## config.mk

```make
export PLATFORM = sky130hd
export DESIGN_NAME = recording_playback_reader
export DESIGN_NICKNAME = d
export VERILOG_FILES = /design/src/rtl/musicbox_pkg.sv /design/src/rtl/sample_fifo.sv /design/src/rtl/recording_playback_reader.sv
export SDC_FILE = /design/constraint.sdc
export NUM_CORES = 1
export LEC_CHECK = 0
export BUFFER_PORTS_ARGS = -buffer_cell sky130_fd_sc_hd__buf_4
export CAP_MARGIN = 30
export CORE_ASPECT_RATIO = 1.4
export CORE_UTILIZATION = 35
export CTS_BUF_LIST = sky130_fd_sc_hd__clkbuf_4 sky130_fd_sc_hd__clkbuf_8 sky130_fd_sc_hd__clkbuf_16
export DETAILED_ROUTE_END_ITERATION = 16
export PLACE_DENSITY = 0.62
export SLEW_MARGIN = 25
export SYNTH_ARGS = -nofsm -noshare
export SYNTH_HDL_FRONTEND = slang
export SYNTH_SLANG_ARGS = --single-unit
```

## constraint.sdc

```tcl
create_clock -name clock_50Mhz -period 4.88 [get_ports clock_50Mhz]
set_input_delay 0.244 -clock clock_50Mhz [delete_from_list [all_inputs] [get_ports clock_50Mhz]]
set_output_delay 0.244 -clock clock_50Mhz [all_outputs]
set_load 0.005 [all_outputs]
```

## src/rtl/musicbox_pkg.sv

```systemverilog
// Shared types and widths for the musicbox record/playback datapath.
// Ports: none (package only).
// Imported by the recording writer and the playback reader.
package musicbox_pkg;

  localparam int SAMPLE_WIDTH     = 16;
  localparam int SDRAM_ADDR_WIDTH = 24;

  typedef enum logic [1:0] {
    IDLE    = 2'd0,
    PREFILL = 2'd1,
    PLAY    = 2'd2,
    ABORT   = 2'd3
  } playback_state_t;

endpackage

```

## src/rtl/sample_fifo.sv

```systemverilog
// Purpose: synchronous FIFO for returned samples, with flush, count, full and empty.
// Latency: a pushed word is poppable the next cycle; pop_data shows the head word combinationally.
// Backpressure: push while full is dropped unless a pop happens in the same cycle; pop while empty is ignored.
// Ports: clk/rst_n, flush, push/push_data, pop/pop_data, full, empty, count.
module sample_fifo #(
  parameter int DEPTH = 8,
  parameter int WIDTH = 16
) (
  input  logic                   clk,
  input  logic                   rst_n,
  input  logic                   flush,
  input  logic                   push,
  input  logic [WIDTH-1:0]       push_data,
  input  logic                   pop,
  output logic [WIDTH-1:0]       pop_data,
  output logic                   full,
  output logic                   empty,
  output logic [$clog2(DEPTH):0] count
);
  localparam int PW = $clog2(DEPTH);

  logic [WIDTH-1:0] mem_q [DEPTH];
  logic [PW-1:0]    wr_ptr_q, wr_ptr_d;
  logic [PW-1:0]    rd_ptr_q, rd_ptr_d;
  logic [PW:0]      count_q, count_d;
  logic             do_push, do_pop;

  assign full     = (count_q == (PW+1)'(DEPTH));
  assign empty    = (count_q == '0);
  assign count    = count_q;
  assign pop_data = mem_q[rd_ptr_q];

  always_comb begin
    do_pop   = pop && !empty && !flush;
    // A push into a full FIFO is allowed only when the head leaves in the same cycle.
    do_push  = push && (!full || do_pop) && !flush;
    wr_ptr_d = wr_ptr_q;
    rd_ptr_d = rd_ptr_q;
    count_d  = count_q;
    if (flush) begin
      wr_ptr_d = '0;
      rd_ptr_d = '0;
      count_d  = '0;
    end else begin
      if (do_push) wr_ptr_d = wr_ptr_q + PW'(1);
      if (do_pop)  rd_ptr_d = rd_ptr_q + PW'(1);
      count_d = count_q + (PW+1)'(do_push) - (PW+1)'(do_pop);
    end
  end

  always_ff @(posedge clk or negedge rst_n) begin
    if (!rst_n) begin
      wr_ptr_q <= '0;
      rd_ptr_q <= '0;
      count_q  <= '0;
    end else begin
      wr_ptr_q <= wr_ptr_d;
      rd_ptr_q <= rd_ptr_d;
      count_q  <= count_d;
    end
  end

  // Storage is data-only; validity is tracked by count_q, so no reset is needed.
  always_ff @(posedge clk) begin
    if (do_push) mem_q[wr_ptr_q] <= push_data;
  end

endmodule

```

## src/rtl/recording_playback_reader.sv

```systemverilog
// Purpose: streams stored samples out of SDRAM (one read outstanding) into a FIFO, releasing one per sample_tick.
// Latency: sample_tick in cycle N gives audio_sampleValid in N+1; a starved tick bumps underrun_count instead.
// Backpressure: read request held until mem_readAck; no new read while one is outstanding or the FIFO has no room.
// Ports: clock_50Mhz/reset_n; start_pulse, stop_pulse, recording_length, sample_tick;
//        mem_readRequest/Address/Ack/DataValid/Data; audio_sample/Valid, busy, done_pulse, underrun_count.
module recording_playback_reader
  import musicbox_pkg::*;
#(
  parameter int ADDR_WIDTH = SDRAM_ADDR_WIDTH,
  parameter int DATA_WIDTH = SAMPLE_WIDTH,
  parameter int FIFO_DEPTH = 8
) (
  input  logic                  clock_50Mhz,
  input  logic                  reset_n,
  input  logic                  start_pulse,
  input  logic                  stop_pulse,
  input  logic [ADDR_WIDTH-1:0] recording_length,
  input  logic                  sample_tick,
  output logic                  mem_readRequest,
  output logic [ADDR_WIDTH-1:0] mem_readAddress,
  input  logic                  mem_readAck,
  input  logic                  mem_readDataValid,
  input  logic [DATA_WIDTH-1:0] mem_readData,
  output logic [DATA_WIDTH-1:0] audio_sample,
  output logic                  audio_sampleValid,
  output logic                  busy,
  output logic                  done_pulse,
  output logic [7:0]            underrun_count
);
  localparam int CW = $clog2(FIFO_DEPTH) + 1;

  playback_state_t       state_q, state_d;
  logic [ADDR_WIDTH-1:0] len_q, len_d;
  logic [ADDR_WIDTH-1:0] fetch_addr_q, fetch_addr_d;
  logic [ADDR_WIDTH-1:0] delivered_q, delivered_d;
  logic                  outstanding_q, outstanding_d;
  logic                  req_q, req_d;
  logic [DATA_WIDTH-1:0] sample_q, sample_d;
  logic                  valid_q, valid_d;
  logic                  done_q, done_d;
  logic [7:0]            underrun_q, underrun_d;

  logic                  fifo_push, fifo_pop, fifo_flush;
  logic                  fifo_full, fifo_empty;
  logic [CW-1:0]         fifo_count;
  logic [DATA_WIDTH-1:0] fifo_rd_data;
  logic                  acked, rd_ret, issue_ok;

  sample_fifo #(.DEPTH(FIFO_DEPTH), .WIDTH(DATA_WIDTH)) u_fifo (
    .clk       (clock_50Mhz),
    .rst_n     (reset_n),
    .flush     (fifo_flush),
    .push      (fifo_push),
    .push_data (mem_readData),
    .pop       (fifo_pop),
    .pop_data  (fifo_rd_data),
    .full      (fifo_full),
    .empty     (fifo_empty),
    .count     (fifo_count)
  );

  always_comb begin
    state_d       = state_q;
    len_d         = len_q;
    fetch_addr_d  = fetch_addr_q;
    delivered_d   = delivered_q;
    outstanding_d = outstanding_q;
    req_d         = req_q;
    sample_d      = sample_q;
    valid_d       = 1'b0;
    done_d        = 1'b0;
    underrun_d    = underrun_q;
    fifo_push     = 1'b0;
    fifo_pop      = 1'b0;
    fifo_flush    = 1'b0;

    acked  = req_q && mem_readAck;
    // Stray data-valid with nothing outstanding is ignored.
    rd_ret = outstanding_q && mem_readDataValid;
    // Room is reserved for the outstanding read so a full FIFO can never be overrun.
    issue_ok = !req_q && !outstanding_q && (fetch_addr_q < len_q) &&
               ((fifo_count + CW'(outstanding_q)) < CW'(FIFO_DEPTH));

    if (acked) begin
      fetch_addr_d  = fetch_addr_q + ADDR_WIDTH'(1);
      outstanding_d = 1'b1;
    end
    if (rd_ret) outstanding_d = 1'b0;
    // Output returns to silence the cycle after completion is signalled.
    if (done_q) sample_d = '0;

    case (state_q)
      IDLE: begin
        if (start_pulse && !stop_pulse) begin
          if (recording_length != '0) begin
            state_d      = PREFILL;
            len_d        = recording_length;
            fetch_addr_d = '0;
            delivered_d  = '0;
            underrun_d   = '0;
            fifo_flush   = 1'b1;
          end else begin
            done_d = 1'b1;
          end
        end
      end
      PREFILL, PLAY: begin
        fifo_push = rd_ret;
        req_d     = req_q ? !mem_readAck : issue_ok;
        if (stop_pulse) begin
          req_d = 1'b0;
          // A read accepted this cycle, or one still in flight, must drain before IDLE.
          if (acked || (outstanding_q && !mem_readDataValid)) state_d = ABORT;
          else                                                state_d = IDLE;
        end else if (state_q == PREFILL) begin
          if (fifo_full || (fetch_addr_q == len_q)) state_d = PLAY;
        end else if (delivered_q == len_q) begin
          req_d   = 1'b0;
          done_d  = 1'b1;
          state_d = IDLE;
        end else if (sample_tick) begin
          if (!fifo_empty) begin
            fifo_pop    = 1'b1;
            sample_d    = fifo_rd_data;
            valid_d     = 1'b1;
            delivered_d = delivered_q + ADDR_WIDTH'(1);
          end else if (underrun_q != 8'hFF) begin
            underrun_d = underrun_q + 8'd1;
          end
        end
      end
      ABORT: begin
        if (rd_ret) state_d = IDLE;
      end
      default: state_d = IDLE;
    endcase
  end

  always_ff @(posedge clock_50Mhz or negedge reset_n) begin
    if (!reset_n) begin
      state_q       <= IDLE;
      len_q         <= '0;
      fetch_addr_q  <= '0;
      delivered_q   <= '0;
      outstanding_q <= 1'b0;
      req_q         <= 1'b0;
      sample_q      <= '0;
      valid_q       <= 1'b0;
      done_q        <= 1'b0;
      underrun_q    <= '0;
    end else begin
      state_q       <= state_d;
      len_q         <= len_d;
      fetch_addr_q  <= fetch_addr_d;
      delivered_q   <= delivered_d;
      outstanding_q <= outstanding_d;
      req_q         <= req_d;
      sample_q      <= sample_d;
      valid_q       <= valid_d;
      done_q        <= done_d;
      underrun_q    <= underrun_d;
    end
  end

  assign mem_readRequest   = req_q;
  assign mem_readAddress   = fetch_addr_q;
  assign audio_sample      = sample_q;
  assign audio_sampleValid = valid_q;
  assign busy              = (state_q != IDLE);
  assign done_pulse        = done_q;
  assign underrun_count    = underrun_q;

endmodule

```

Word-level counts from Yosys, hierarchy flattened
Memories as Yosys holds them, arrays and structs flattened.
Index checks and enable logic that the tools add are counted.
Word-level totals
  memory bits (read-only): 0
  register bits after elaboration: 112
  bits in latches: 0
  bits in writable memories: 128
  memories: 1
  bits of input ports: 47
  logic and storage cells: 144
  output and inout bits: 52
Memory list
  u_fifo.mem_q: words 8, width 16, read ports 1, clocked after Yosys merged registers in 0, write ports 1, line sample_fifo.sv:22  | logic [WIDTH-1:0] mem_q [DEPTH];
Cells by class
  multipliers: 0
  shift-type cells: 0
  reduce and logical (&&, ||, !) cells: 35
  bitwise logic cells: 0
  order comparisons: 2
  mux-type cells: 66
  divide/modulo/power cells: 0
  add/sub/neg operators: 8
  eq/ne operators: 19
Operators by type and width (count)
  24-bit two-way mux: 11
  16-bit two-way mux: 7
  8-bit two-way mux: 8
  24-bit by 1-bit adder with 24-bit output, second input constant: 2
  24-bit equality test: 2
  24-bit case mux with 2 select lines: 1
  24-bit < comparator: 1
  24-bit nonzero test: 1
  1-bit two-way mux: 23
  2-bit inequality test, second input constant: 10
  2-bit two-way mux: 8
  8-bit case mux with 2 select lines: 1
  3-bit two-way mux: 4
  1-bit logical AND: 11
  2-bit nonzero test: 5
  9-bit AND reduction: 1
  4-bit by 1-bit adder with 4-bit output: 2
  8-bit by 1-bit adder with 8-bit output, second input constant: 1
  1-bit zero test: 8
  4-bit inequality test, second input constant: 2
  8-bit inequality test, second input constant: 1
  8-bit AND reduction: 1
  3-bit by 1-bit adder with 3-bit output, second input constant: 2
  2-bit case mux with 3 select lines: 1
  13 further kinds: 16

Depth between registers and ports, before layout
  word-level depth: 15
  mapped depth: 14

Modules after synthesis
Synthesis repeated with hierarchy kept, for this count alone.
Unflattened totals
  cells, all modules: 910
  area, all modules: 11638.7 um^2
Modules (own cells, without submodules)
  recording_playback_reader: cells an instance 645, instances 1, area each 5999.5 um^2
  sample_fifo: cells an instance 265, instances 1, area each 5639.2 um^2

Worst setup path after synthesis
Ideal clock, no wire load.
  kind: register to register
  from: register state_q[0]
  to: memory u_fifo.mem_q[6][0], enable pin
  library setup time: 0.436 ns
  arrival time: 3.327 ns
  stages on the path, launching flop included: 9
  path buffers: 0
  period minus slack after synthesis: 3.764 ns
  data required time: 4.444 ns
  setup slack: 1.116 ns
  cell sequence: dfrtp_1 inv_1 ha_1 nand2b_1 nor4b_2 o21ai_2 inv_2 a21boi_2 nor4b_1
Between the ends
  longest elaborated chain between the ends: 11
  elaborated cells between the ends (all ways): 17
  classes of those cells: eq/ne: 2; mux: 7; reduce/logical: 8
RTL lines
  from (decl): line recording_playback_reader.sv:32  | playback_state_t state_q, state_d;
  from (signal assigned): line recording_playback_reader.sv:152  | state_q <= state_d;
  2-bit by 1-bit equality test with 1-bit output: line recording_playback_reader.sv:92, recording_playback_reader.sv:115
  1-bit two-way mux: line recording_playback_reader.sv:115  | end else if (state_q == PREFILL) begin
  1-bit two-way mux: line recording_playback_reader.sv:110  | if (stop_pulse) begin
  1-bit two-way mux (*): line recording_playback_reader.sv:92  | case (state_q)
  via fifo_pop: line recording_playback_reader.sv:43  | logic fifo_push, fifo_pop, fifo_flush;
  1-bit logical AND (*) (2 in series): line sample_fifo.sv:34  | do_pop = pop && !empty && !flush;
  1-bit logical OR (*): line sample_fifo.sv:36  | do_push = push && (!full || do_pop) && !flush;
  1-bit logical AND (*) (2 in series): line sample_fifo.sv:36
  1-bit two-way mux (*): line sample_fifo.sv:65  | if (do_push) mem_q[wr_ptr_q] <= push_data;
  1-bit two-way mux (implied by the code) (*): line sample_fifo.sv:65
  to (decl): line sample_fifo.sv:22
The timed path passes the listed nets; every way through them passes the cells marked *.

Worst setup path in the final report
  from: register delivered_q[13]
  to: register u_fifo.count_q[2] (netlist: u_fifo.count[2])
Between the ends
  longest elaborated chain between the ends: 13
RTL lines
  from (decl): line recording_playback_reader.sv:35  | logic [ADDR_WIDTH-1:0] delivered_q, delivered_d;
  from (signal assigned): line recording_playback_reader.sv:155  | delivered_q <= delivered_d;
  24-bit equality test (*): line recording_playback_reader.sv:117  | end else if (delivered_q == len_q) begin
  1-bit two-way mux (*): line recording_playback_reader.sv:117
  1-bit two-way mux (*): line recording_playback_reader.sv:115
  1-bit two-way mux (*): line recording_playback_reader.sv:110
  1-bit two-way mux (*): line recording_playback_reader.sv:92
  via fifo_pop: line recording_playback_reader.sv:43
  1-bit logical AND (*) (2 in series): line sample_fifo.sv:34
  1-bit logical OR: line sample_fifo.sv:36
  1-bit logical AND (2 in series): line sample_fifo.sv:36
  4-bit by 1-bit adder with 4-bit output: line sample_fifo.sv:47  | count_d = count_q + (PW+1)'(do_push) - (PW+1)'(do_pop);
  4-bit by 1-bit subtractor with 4-bit output (*): line sample_fifo.sv:47
  4-bit two-way mux (*): line sample_fifo.sv:40  | if (flush) begin
  via u_fifo.count_d[2]: line sample_fifo.sv:25  | logic [PW:0] count_q, count_d;
  to (signal assigned): line sample_fifo.sv:59  | count_q <= count_d;
  to (decl): line sample_fifo.sv:25
Marked as above.
A chain may end at the register's enable or synchronous reset.

==> impl_metrics.yaml <==
grt:
  gr-total-overflow: 0
  antenna_found_initial: 0
  grt_pass1_wl_um: 45700
  grt_max_degree: 71
  grtUsageTotal: 0.176
  grt_pass1_vias: 8153
floorplanning:
  start_util: 0.355
  die_h_um: 216
  fp-row-count: 78
  fp.dieArea_mm2: 0.0336
  pin_count: 99
  core-area_mm2: 0.0324
  die_w_um: 155
place:
  dp.cells: 1433
  hpwl_um: 19000
  port-buffer-count: 98
  pre_cts_slack_ns: 0.942
  gp_congestion: 0.849
sta:
  max_freq_mhz: 250
  relSlewSlack: 0.379
  fin_crit_sh: 0.820
  setup_tns_ns: 0
  period_minus_slack_ns: 4.00
  fin_skew_ns: 0.0190
  tightest_slew_ns: 0.932
  finalSetupViolations: 0
  rsz0062_at_grt: "no"
  layout_setup_ws_ns: 0.880
  report.final.slew_viol_count: 0
  finalHoldViolCount: 0
synth:
  ys_types: 78
  postSynthAreaPerCell_um2: 12.5
  synth_top_area_share: 0.335
  synth-edff-count: 128
  synth_area_leaders: "edfxtp_1 (33%), dfrtp_1 (24%), mux4_2 (6.3%), ha_1 (4.2%), xor2_1 (3.3%)"
  synthArstFlopShare: 0.467
  synth_nets: 1005
  synth_top_cell_by_area: "edfxtp_1"
  syn_area_mm2: 0.0115
  ys_ff_latch: 240
  yosysSeqAreaShare: 0.579
  synthFlopType: "edfxtp_1"
  synth_warnings: 0
  syn_inst: 918
layout:
  final_core_util: 0.434
  antenna-diode-count: 0
  nFillCells: 3046
  drive_gt1_frac: 0.212
  nNetsFinal: 1149
  syn2layout_area_growth_pct: 22.4
  instances_no_fill: 1521
detailed_routing:
  wl_per_cell_um: 18.8
  drc_errors: 0
  first_pass_iters: 4
  wirelength_um: 28600
  vias: 7952
  drt_iter0_markers: 429
  vias_per_cell: 5.23
  ant_nets: 0
pwr:
  powerDensity_mw_per_mm2: 492
  comb_power_share: 0.305
  power.switching_mw: 2.38
  switching_share: 0.344
  p_int_mw: 4.54
  p_seq_frac: 0.403
  vdd.ir_drop.worst_uv: 346
  p_total_mw: 6.92
  p_leak_nw: 5.43
  clkPwrFrac: 0.292
cts:
  cts_post_setup_buffers_inserted: 0
  clk_path_buf_depth: 3
  cts_buffers: 25
  clk_pin_slew_worst_paths_ns: 0.07
  htreeDepth: 1
  cts.sinks: 240
  clk_latency_ns: 0.55
  ctsRootBufferMaster: "clkbuf_16"
  cts_tree: "yes"
job:
  cap_violations: 0
worst_setup_path:
  cp_cell_sequence: "xor2_1, nor4_1, nand2_1, o21ai_2, inv_2, a21boi_2, nor2_1, ha_1, fa_1, xnor2_1, nor2_1"
  reg2reg_from: "delivered_q[13]"
  cp_max_fo: 17
  crit_start: "delivered_q[13]"
  critPathMostFrequentCell: "nor2_1"
  crit_family: "simple AND/OR/NAND/NOR gates"
  path_buf_inv: 1
  worst_setup_path_start_kind: "register"
  slowest_stage: "nor4_1"
  end_kind: "register"
  cp.required_ns: 5.29
  setup.worst_path.class: "reg2reg"
  arrival_ns: 4.41
  slowest_delay_ns: 0.72
min_path:
  min_path_type: "in2reg"
  hold_path.startpoint: "mem_readDataValid"
run_status:
  status: "complete, no violations"
[power by group through the flow]
stage	sequential [mW]	clock [mW]	combinational (mW)
floorplan	2.66	0	1.54
global placement	2.82	0	2.07
detailed placement	2.83	0	2.09
CTS	2.79	2.07	2.13
global route	2.83	2.14	2.36
finish	2.79	2.02	2.11
[cells in the final DEF (no fill, tap or decap), types with 26 or more instances in the layout]
master / instances
xor2_1: 43
nor2_1: 52
mux4_2: 32
o21ai_0: 47
dlygate4sd3_1: 42
nand3_1: 51
dfrtp_1: 109
inv_1: 43
o211ai_1: 26
ha_1: 39
buf_4: 114
nand2_1: 88
edfxtp_1: 128
[logic make-up (layout without fill, tap and decap cells)]
group,after synthesis,in the layout,synth area share
AO/OA/AOI/OAI,130,130,0.0742
XOR/XNOR,51,51,0.0389
adder cells (fa/ha/maj),40,40,0.0442
buffers and inverters,84,247,0.0306
flip-flops,240,240,0.579
multiplexers,56,56,0.0841
AND/OR/NAND/NOR,317,317,0.150
[cells in the mapped netlist, types with 13 or more instances]
cell type / n
edfxtp_1: 128
dfrtp_1: 112
nand2_1: 88
nor2_1: 52
nand3_1: 51
o21ai_0: 47
inv_1: 43
xor2_1: 43
ha_1: 39
mux4_2: 32
o211ai_1: 26
clkbuf_1: 21
mux2i_1: 20
nand3b_1: 18
nand4_1: 16
a21oi_1: 13
or4_1: 13
[path summary, 6_finish.rpt]
kind | slack (ns) | to | cells after the start
max | 0.88 | u_fifo.count[2] | 11
min | 0.03 | outstanding_q | 3
max reg2reg | 0.88 | u_fifo.count[2] | 11
min reg2reg | 0.54 | state_q[1] | 1
max in group asynchronous | 3.48 | u_fifo.rd_ptr_q[0] | 3
min in group asynchronous | 0.30 | mem_readAddress[14] | 2
[flip-flops by register name (all words and copies together) (netlist names)]
register and count:
audio_sample 16, len_q 24, u_fifo.mem_q 128, mem_readRequest 1, mem_readAddress 24, done_pulse 1, audio_sampleValid 1, outstanding_q 1
u_fifo.wr_ptr_q 3, underrun_count 8, delivered_q 24, state_q 2, u_fifo.count 4, u_fifo.rd_ptr_q 3
[final cells by class]
cell class                 count  area, um^2  share of cell area
timing repair buffer         157        1290              0.0915
clock inverter                16         201              0.0143
clock buffer                  30         669              0.0476
tap                          440         551              0.0391
inverter                      44         165              0.0117
multi-input combinational    594        4540               0.323
sequential                   240        6650               0.473
[through the flow]
| step | hold WS (ns) | cell area (um^2) |
|---|---|---|
| 2_1_floorplan | -0.0516 | 11500 |
| 3_3_place_gp | 0.460 | 12800 |
| 3_5_place_dp | 0.454 | 12800 |
| 4_1_cts | 0.0152 | 14100 |
| 5_1_grt | 0.0462 | 14100 |
| 6_report | 0.0309 | 14100 |
[per-layer routing]
layer,track usage,wire length [um],up-vias
li1,-,-,3714
met1,0.214,11700,3997
met2,0.314,14700,197
met3,0.0262,1310,44
met4,0.0614,837,0
met5,0,0,-
[worst register-to-register path, delay by kind of cell, from the launching register on]
| family | cells | cell delay [ns] |
|---|---|---|
| and+or+nand+nor | 4 | 1.21 |
| adders and majority gates | 2 | 0.62 |
| AOI/OAI and AO/OA | 2 | 1.16 |
| xor gates and xnor gates | 2 | 0.31 |
| DFF | 1 | 0.44 |
| buffers and inverters | 1 | 0.14 |
[timing repair]
item | 4_1_cts | 5_1_grt
gates resized for setup | 0 | 0
endpoints found under the hold margin | 222 | 0
hold buffers | 42 | 0
Note: power is estimated with default switching activity, not from simulation.
